$ cat config.mk
export PLATFORM = sky130hd
export DESIGN_NAME = fifo_frame_rx
export DESIGN_NICKNAME = d
export VERILOG_FILES = /design/src/rtl/fifo_frame_pkg.sv /design/src/rtl/fifo_frame_rx.sv
export SDC_FILE = /design/constraint.sdc
export NUM_CORES = 1
export LEC_CHECK = 0
export CORE_MARGIN = 1.5
export CORE_UTILIZATION = 53
export DETAILED_ROUTE_END_ITERATION = 8
export PLACE_DENSITY_LB_ADDON = 0.12
export SYNTH_ARGS = -nofsm -noshare
export SYNTH_HDL_FRONTEND = slang
export SYNTH_SLANG_ARGS = --single-unit
$ cat constraint.sdc
create_clock -name clk_read -period 2.4 [get_ports clk_read]
set_input_delay 0.36 -clock clk_read [delete_from_list [all_inputs] [get_ports clk_read]]
set_output_delay 0.36 -clock clk_read [all_outputs]
set_load 0.05 [all_outputs]
$ cat src/rtl/fifo_frame_pkg.sv
// Shared definitions for the FIFO read-side frame parser.
// Holds the parser state encoding, the default frame delimiter and the
// positions of the fixed frame fields: SYNC, LEN, payload..., CHK.
package fifo_frame_pkg;

   typedef enum logic [1:0] {
      ST_HUNT    = 2'd0,
      ST_LEN     = 2'd1,
      ST_PAYLOAD = 2'd2,
      ST_CHK     = 2'd3
   } state_t;

   localparam logic [7:0] DEFAULT_SYNC_BYTE = 8'hA5;

   // Field order within a frame. The payload occupies LEN bytes starting at
   // FIELD_PAYLOAD. The checksum follows the last payload byte.
   localparam int FIELD_SYNC     = 0;
   localparam int FIELD_LEN      = 1;
   localparam int FIELD_PAYLOAD  = 2;
   localparam int FRAME_OVERHEAD = 3;   // sync + len + chk

endpackage

$ cat src/rtl/fifo_frame_rx.sv
// fifo_frame_rx: read-domain frame parser sitting on an async FIFO read port.
// It pops bytes and hunts for SYNC_BYTE. It checks LEN and the XOR checksum,
// and streams the payload out on a valid/ready interface with sop/eop/err
// markers. It also keeps wrap-around status counters.
//
// Ports
//   clk_read     read-domain clock
//   rst_n        synchronous active-low reset
//   fifo_empty   FIFO empty flag
//   fifo_data    FIFO head word (valid while !fifo_empty)
//   fifo_read    pop strobe (combinational, never high while empty)
//   m_data       payload byte
//   m_valid      beat valid
//   m_ready      downstream accept
//   m_sop        first payload byte of a frame
//   m_eop        last payload byte of a frame
//   m_err        checksum mismatch, qualifies the eop beat
//   len_err      one-cycle pulse, LEN byte rejected
//   frame_count  good frames delivered
//   err_count    length + checksum errors
//   drop_count   bytes discarded while hunting
//
// state      | meaning
// -----------+---------------------------------------------------------
// ST_HUNT    | discard bytes until SYNC_BYTE is popped
// ST_LEN     | pop and validate the length byte
// ST_PAYLOAD | pop payload bytes into the output register as it frees up
// ST_CHK     | pop checksum, release the held last byte as the eop beat
module fifo_frame_rx
   import fifo_frame_pkg::*;
#(
   parameter int                    DATA_WIDTH = 8,
   parameter logic [DATA_WIDTH-1:0] SYNC_BYTE  = DATA_WIDTH'(DEFAULT_SYNC_BYTE),
   parameter int                    MAX_LEN    = 64,
   parameter int                    CNT_WIDTH  = 16
) (
   input  logic                  clk_read,
   input  logic                  rst_n,
   input  logic                  fifo_empty,
   input  logic [DATA_WIDTH-1:0] fifo_data,
   output logic                  fifo_read,
   output logic [DATA_WIDTH-1:0] m_data,
   output logic                  m_valid,
   input  logic                  m_ready,
   output logic                  m_sop,
   output logic                  m_eop,
   output logic                  m_err,
   output logic                  len_err,
   output logic [CNT_WIDTH-1:0]  frame_count,
   output logic [CNT_WIDTH-1:0]  err_count,
   output logic [CNT_WIDTH-1:0]  drop_count
);

   localparam logic [DATA_WIDTH-1:0] MAX_LEN_W = DATA_WIDTH'(MAX_LEN);
   localparam logic [DATA_WIDTH-1:0] ONE_W     = DATA_WIDTH'(1);
   localparam logic [CNT_WIDTH-1:0]  CNT_ONE   = CNT_WIDTH'(1);

   state_t                state;
   state_t                state_nxt;
   logic [DATA_WIDTH-1:0] remaining;
   logic [DATA_WIDTH-1:0] chk;
   logic                  first;
   logic                  pop;
   logic                  is_sync;
   logic                  len_bad;
   logic                  last_payload;
   logic                  chk_match;

   assign is_sync      = (fifo_data == SYNC_BYTE);
   assign len_bad      = (fifo_data == '0) || (fifo_data > MAX_LEN_W);
   assign last_payload = (remaining == ONE_W);
   assign chk_match    = (fifo_data == chk);
   assign fifo_read    = pop;

   always_comb begin
      state_nxt = state;
      pop       = 1'b0;
      case (state)
         ST_HUNT: begin
            pop = !fifo_empty;
            if (pop && is_sync) begin
               state_nxt = ST_LEN;
            end
         end
         ST_LEN: begin
            pop = !fifo_empty;
            if (pop) begin
               state_nxt = len_bad ? ST_HUNT : ST_PAYLOAD;
            end
         end
         ST_PAYLOAD: begin
            // Only pop when the output register is free or being drained.
            pop = !fifo_empty && (!m_valid || m_ready);
            if (pop && last_payload) begin
               state_nxt = ST_CHK;
            end
         end
         ST_CHK: begin
            pop = !fifo_empty;
            if (pop) begin
               state_nxt = ST_HUNT;
            end
         end
         default: begin
            state_nxt = ST_HUNT;
         end
      endcase
      // No pop while reset is held, so nothing popped in a reset cycle is lost.
      if (!rst_n) begin
         pop = 1'b0;
      end
   end

   always_ff @(posedge clk_read) begin
      if (!rst_n) begin
         state       <= ST_HUNT;
         remaining   <= '0;
         chk         <= '0;
         first       <= 1'b0;
         m_data      <= '0;
         m_valid     <= 1'b0;
         m_sop       <= 1'b0;
         m_eop       <= 1'b0;
         m_err       <= 1'b0;
         len_err     <= 1'b0;
         frame_count <= '0;
         err_count   <= '0;
         drop_count  <= '0;
      end else begin
         state   <= state_nxt;
         len_err <= 1'b0;

         // Drain an accepted beat. A load below in the same cycle overrides this.
         if (m_valid && m_ready) begin
            m_valid <= 1'b0;
         end

         case (state)
            ST_HUNT: begin
               if (pop && !is_sync) begin
                  drop_count <= drop_count + CNT_ONE;
               end
            end
            ST_LEN: begin
               if (pop) begin
                  if (len_bad) begin
                     len_err   <= 1'b1;
                     err_count <= err_count + CNT_ONE;
                  end else begin
                     remaining <= fifo_data;
                     chk       <= fifo_data;
                     first     <= 1'b1;
                  end
               end
            end
            ST_PAYLOAD: begin
               if (pop) begin
                  m_data    <= fifo_data;
                  m_sop     <= first;
                  m_eop     <= 1'b0;
                  m_err     <= 1'b0;
                  chk       <= chk ^ fifo_data;
                  remaining <= remaining - ONE_W;
                  first     <= 1'b0;
                  // The last payload byte is parked invalid until its checksum
                  // arrives so that eop and err can be presented with it.
                  m_valid   <= !last_payload;
               end
            end
            ST_CHK: begin
               if (pop) begin
                  m_valid <= 1'b1;
                  m_eop   <= 1'b1;
                  m_err   <= !chk_match;
                  if (chk_match) begin
                     frame_count <= frame_count + CNT_ONE;
                  end else begin
                     err_count <= err_count + CNT_ONE;
                  end
               end
            end
            default: begin
            end
         endcase
      end
   end

endmodule

== After elaboration in Yosys (flattened, before gate mapping) ==
Cells that the tools add are included.
Storage, ports and cells
  bits in registers: 80
  bits of input ports: 12
  output and inout bits: 62
  word-level logic and storage cells: 93
Operators by class
  add/sub/neg operators: 4
  magnitude comparators: 1
  eq/ne operators: 16
  muxes and demuxes: 32
  bitwise gates (word level): 1
  reduce and logical (&&, ||, !) cells: 26
Operator list (number)
  $mux 16: 4
  $add 16x1->16 const B: 3
  $mux 8: 4
  $pmux 16 s2: 1
  $pmux 8 s2: 2
  $ne 2x2->1 const B: 10
  $mux 1: 10
  $mux 2: 5
  $pmux 1 s2: 5
  $reduce_and 3->1: 3
  $eq 8x1->1 const B: 1
  $eq 8x8->1: 1
  $eq 8x8->1 const B: 1
  $gt 8x7->1 const B: 1
  $logic_not 8->1: 1
  $pmux 2 s4: 1
  $reduce_and 4->1: 2
  $sub 8x1->8 const B: 1
  $xor 8x8->8: 1
  $reduce_bool 2->1: 3
  $logic_and 1x1->1: 5
  $logic_not 1->1: 5
  $reduce_and 5->1: 1
  $eq 2x2->1 const B: 2
  other kinds (5): 7

== Depth between registers and ports, before layout ==
  word-level depth: 7
  gate-level depth with buffers: 8
  depth with buffers taken out: 6

== Worst setup path after synthesis ==
OpenSTA, ideal clock, no wires.
  path kind: in2reg
  from: input port fifo_data[4]
  to: register err_count[6]
  setup time: 0.070 ns
  arrival: 2.145 ns
  data required time: 2.330 ns
  slack: 0.185 ns
  stages: 7
  path buffers: 2
  path through: buf_6 > or3_4 > or3_4 > and3_1 > buf_6 > or4_1 > a21oi_1
On the way
  longest elaborated chain between the ends: 4
  elaborated cells on any way between the ends: 7
  those cells by class: order compare (1); eq/ne (3); reduce/logical (3)
RTL lines
  start, declared: line fifo_frame_rx.sv:40  | input logic [DATA_WIDTH-1:0] fifo_data,
  $gt 8x7->1 / $logic_not 8->1 (equally long branches): line fifo_frame_rx.sv:70  | assign len_bad = (fifo_data == '0) || (fifo_data > MAX_LEN_W);
  $logic_or 1x1->1: line fifo_frame_rx.sv:70
  $ne 2x2->1 (no source line)
  $reduce_and 5->1 (no source line) *
  end signal, assigned: line fifo_frame_rx.sv:148  | err_count <= err_count + CNT_ONE;
  end signal, assigned: line fifo_frame_rx.sv:178  | err_count <= err_count + CNT_ONE;
  end, declared: line fifo_frame_rx.sv:50  | output logic [CNT_WIDTH-1:0] err_count,
Mark *: on every way between the ends. The rest lies on a longest branch, timed or not.
A chain may end at the register's enable or synchronous reset.

== Worst setup path in the final report ==
  from: input port fifo_data[5]
  to: register err_count[15]
Same word-level chain as after synthesis.

==> metrics.txt <==
# TYPE chip_impl_metric gauge
chip_impl_metric{name="layout-drive-gt1-share",unit="%"} 13.9
chip_impl_info{name="crit_startpoint",value="fifo_data[5]"} 1
chip_impl_metric{name="grt_pass1_vias",unit=""} 3833
chip_impl_metric{name="path_clk_slew",unit="ns"} 0.09
chip_impl_metric{name="power_frac_seq",unit="%"} 54.0
chip_impl_metric{name="p_leak",unit="nW"} 2.07
chip_impl_metric{name="cp.arrival",unit="ns"} 2.67
chip_impl_metric{name="count_of_cell_types_in_the_netlist",unit=""} 53
chip_impl_metric{name="clock_power_share",unit="%"} 38.1
chip_impl_metric{name="cts_hold_buf",unit=""} 0
chip_impl_metric{name="finalHoldViolations",unit=""} 0
chip_impl_metric{name="gp_congestion",unit=""} 0.910
chip_impl_metric{name="row_count",unit=""} 32
chip_impl_metric{name="utilization",unit="%"} 71.9
chip_impl_metric{name="route.vias.total",unit=""} 4202
chip_impl_metric{name="post_synth_inst_count",unit=""} 508
chip_impl_metric{name="die-height",unit="um"} 91.7
chip_impl_metric{name="netlist_area",unit="sq um"} 4170
chip_impl_metric{name="grt_remaining_overflow",unit=""} 0
chip_impl_metric{name="synth-async-reset-ratio",unit="%"} 0
chip_impl_metric{name="max_cap_violations",unit=""} 0
chip_impl_metric{name="num_io_pins",unit=""} 74
chip_impl_metric{name="worstMarginPinSlew",unit="ns"} 0.624
chip_impl_info{name="worstReg2RegStart",value="state[0]"} 1
chip_impl_metric{name="fmax",unit="GHz"} 0.420
chip_impl_info{name="cp_launch_type",value="primary input"} 1
chip_impl_info{name="cts_tree",value="built"} 1
chip_impl_metric{name="postSynthNetCount",unit=""} 525
chip_impl_metric{name="post_synthesis_register_bit_count",unit=""} 80
chip_impl_metric{name="ys_warn_count",unit=""} 0
chip_impl_metric{name="yosysSeqAreaShare",unit="%"} 38.4
chip_impl_info{name="top_ff_cell_synth",value="sky130_fd_sc_hd__dfxtp_1"} 1
chip_impl_metric{name="synth-edff-count",unit=""} 0
chip_impl_metric{name="n_antenna_cell",unit=""} 0
chip_impl_metric{name="wire_per_inst",unit="um"} 14.9
chip_impl_metric{name="placement.io_buffers",unit=""} 73
chip_impl_metric{name="clock_sink_total",unit=""} 80
chip_impl_info{name="worst_setup_path_end_kind",value="flop"} 1
chip_impl_metric{name="number_of_nets_at_the_end_of_the_flow",unit=""} 640
chip_impl_metric{name="floorplan.initialDensity",unit="%"} 54.2
chip_impl_metric{name="drt_first_iter_violations",unit=""} 203
chip_impl_metric{name="finalWirelength",unit="um"} 10900
chip_impl_metric{name="final_period_utilization",unit="%"} 99.3
chip_impl_metric{name="synthDominantCellAreaShare",unit="%"} 38.4
chip_impl_metric{name="worst_ir_drop_vdd",unit="mV"} 0.309
chip_impl_metric{name="final_period_minus_worst_setup_slack",unit="ns"} 2.38
chip_impl_metric{name="place_inst",unit=""} 712
chip_impl_metric{name="global_route.usage.total",unit="%"} 26.9
chip_impl_metric{name="net-switching-power",unit="uW"} 665
chip_impl_metric{name="post_drt_via_cell_ratio",unit=""} 5.76
chip_impl_metric{name="tritoncts.num_buffers",unit=""} 9
chip_impl_metric{name="fraction_of_power_spent_switching_nets",unit="%"} 27.0
chip_impl_metric{name="ant_nets",unit=""} 0
chip_impl_info{name="yosysTopAreaCell",value="sky130_fd_sc_hd__dfxtp_1"} 1
chip_impl_metric{name="pwr_density",unit="nW/um^2"} 445
chip_impl_metric{name="detail_route.drc_violations",unit=""} 0
chip_impl_metric{name="clock_latency",unit="ns"} 0.37
chip_impl_metric{name="relSlewSlack",unit="%"} 58.2
chip_impl_info{name="holdCritStartpoint",value="m_data[5]"} 1
chip_impl_metric{name="slew_viol_final",unit=""} 0
chip_impl_metric{name="worst-path-max-fanout",unit=""} 8
chip_impl_metric{name="final-setup-viol-count",unit=""} 0
chip_impl_metric{name="dp_hpwl",unit="um"} 7800
chip_impl_metric{name="grt_first_pass_wirelength",unit="um"} 18100
chip_impl_metric{name="number_of_antenna_violations_at_the_first_check_in_global_routing",unit=""} 0
chip_impl_metric{name="whs",unit="ns"} 0.457
chip_impl_metric{name="placedInstanceArea",unit="sq um"} 5330
chip_impl_metric{name="power.share.combinational",unit="%"} 7.9
chip_impl_metric{name="power_report.internal_total",unit="mW"} 1.80
chip_impl_metric{name="postSynthAreaPerCell",unit="sq um"} 8.20
chip_impl_metric{name="die_x",unit="um"} 91.7
chip_impl_metric{name="worst_ep_required_time",unit="ns"} 2.68
chip_impl_metric{name="cts_htree_levels",unit=""} 3
chip_impl_metric{name="timing.clock.skew",unit="ns"} 0.00665
chip_impl_info{name="outcome",value="complete, no violations"} 1
chip_impl_info{name="synth_top_cells_by_area",value="sky130_fd_sc_hd__dfxtp_1 38%, sky130_fd_sc_hd__nand2_1 6.0%, sky130_fd_sc_hd__mux2i_1 5.5%"} 1
chip_impl_info{name="hold_path.class",value="reg -> reg"} 1
chip_impl_info{name="setup.worst_path.class",value="in -> reg"} 1
chip_impl_metric{name="drtPass1Iterations",unit=""} 5
chip_impl_info{name="synth_most_common_cell",value="sky130_fd_sc_hd__dfxtp_1"} 1
chip_impl_metric{name="area.growth.synth_to_final",unit="%"} 32.7
chip_impl_info{name="clk_root_buffer_cell",value="sky130_fd_sc_hd__clkbuf_8"} 1
chip_impl_metric{name="maximum_number_of_pins_on_one_net_before_global_route_repair",unit=""} 37
chip_impl_metric{name="dieArea",unit="sq um"} 8400
chip_impl_info{name="synth_commonest_cells",value="80 x sky130_fd_sc_hd__dfxtp_1, 67 x sky130_fd_sc_hd__nand2_1, 34 x sky130_fd_sc_hd__a21oi_1"} 1
chip_impl_metric{name="design.core.area",unit="sq um"} 7690
chip_impl_metric{name="postLayoutCellArea",unit="sq um"} 5530
chip_impl_metric{name="cts-root-to-sink-buffers",unit=""} 2
chip_impl_metric{name="stdcell_count",unit=""} 730
chip_impl_info{name="setup_repair_after_global_routing_missed_its_margin",value="true"} 1
==> cell type report <==
type,instances,area [sq um]
Inverter,11,41.3
Timing Repair Buffer,135,1210
Tap cell,102,128
Fill cell,660,2160
Clock buffer,9,124
Clock inverter,7,56.3
Sequential cell,80,1600
Multi-Input combinational cell,386,2370
==> layer usage <==
layer  routed length [um]  vias to the layer above  GRT usage (%)
met1                 4860                     1986           35.1
met5                    0                        -              0
li1                     -                     2082              -
met2                 5310                      124           44.9
met3                  625                       10           5.80
met4                  112                        0           7.29
==> placed cells by master (no fill, tap or decap), types with 13 or more instances in the layout <==
master / synthesis / final
sky130_fd_sc_hd__a21oi_1: 34 / 34
sky130_fd_sc_hd__a31oi_1: 18 / 18
sky130_fd_sc_hd__and3_1: 15 / 15
sky130_fd_sc_hd__buf_4: 0 / 62
sky130_fd_sc_hd__clkdlybuf4s50_1: 0 / 72
sky130_fd_sc_hd__dfxtp_1: 80 / 80
sky130_fd_sc_hd__mux2i_1: 23 / 23
sky130_fd_sc_hd__nand2_1: 67 / 67
sky130_fd_sc_hd__nand2b_1: 17 / 17
sky130_fd_sc_hd__nand3_1: 30 / 30
sky130_fd_sc_hd__nand4_1: 16 / 16
sky130_fd_sc_hd__nor2_1: 33 / 33
sky130_fd_sc_hd__o21ai_0: 13 / 13
sky130_fd_sc_hd__xor2_1: 16 / 16
==> kinds of logic (layout without fill, tap and decap cells) <==
family	count (synthesis)	after routing	synth area share (%)
buffers and inverters	42	162	4.62
xor gates and xnor gates	19	19	3.99
DFF	80	80	38.4
muxes	23	23	5.53
and+or+nand+nor	225	225	28.1
adders and majority gates	5	5	1.50
AOI/OAI and AO/OA	114	114	17.8
==> timing repair <==
action,4_1_cts,5_1_grt
resized for setup,0,1
buffers inserted,0,2
endpoints found under the setup margin,0,7
==> critical path, stage by stage <==
cell and delay (ns):
sky130_fd_sc_hd__clkdlybuf4s50_1 0.49, sky130_fd_sc_hd__or3_1 0.45, sky130_fd_sc_hd__or3_4 0.35, sky130_fd_sc_hd__a311o_2 0.48, sky130_fd_sc_hd__a211oi_1 0.28, sky130_fd_sc_hd__mux2i_1 0.25
==> stage by stage <==
stage                     worst slack, ns  power [mW]  TNS (ns)
after global placement             -0.276        1.55     -5.27
final                              0.0168        2.46         0
after global routing              -0.0401        2.55    -0.112
after CTS                         0.00798        2.48         0
after detailed placement           -0.380        1.55     -7.15
after floorplan                     0.185        1.46         0
==> state kept, by name, summed over array words and instances, names as in the netlist, named ones only <==
signal,count
drop_count,16
err_count,16
frame_count,16
chk,8
m_data,8
remaining,8
first,1
len_err,1
m_eop,1
m_err,1
m_sop,1
m_valid,1
state,1
==> power by group through the flow <==
stage | Clock (mW) | Sequential, mW | Combinational [mW]
CTS | 0.958 | 1.33 | 0.190
global route | 1.01 | 1.33 | 0.209
floorplan | 0 | 1.37 | 0.0877
global placement | 0 | 1.36 | 0.187
detailed placement | 0 | 1.36 | 0.188
finish | 0.939 | 1.33 | 0.194
==> worst paths after layout <==
check / to / slack (ns) / cells past startpoint
worst max-delay path: err_count[15] / 0.02 / 6
worst min-delay path: m_data[5] / 0.46 / 2
worst max register to register: frame_count[9] / 0.34 / 7
worst min register to register: m_data[5] / 0.46 / 2
Power figures use the tool's default switching activity.
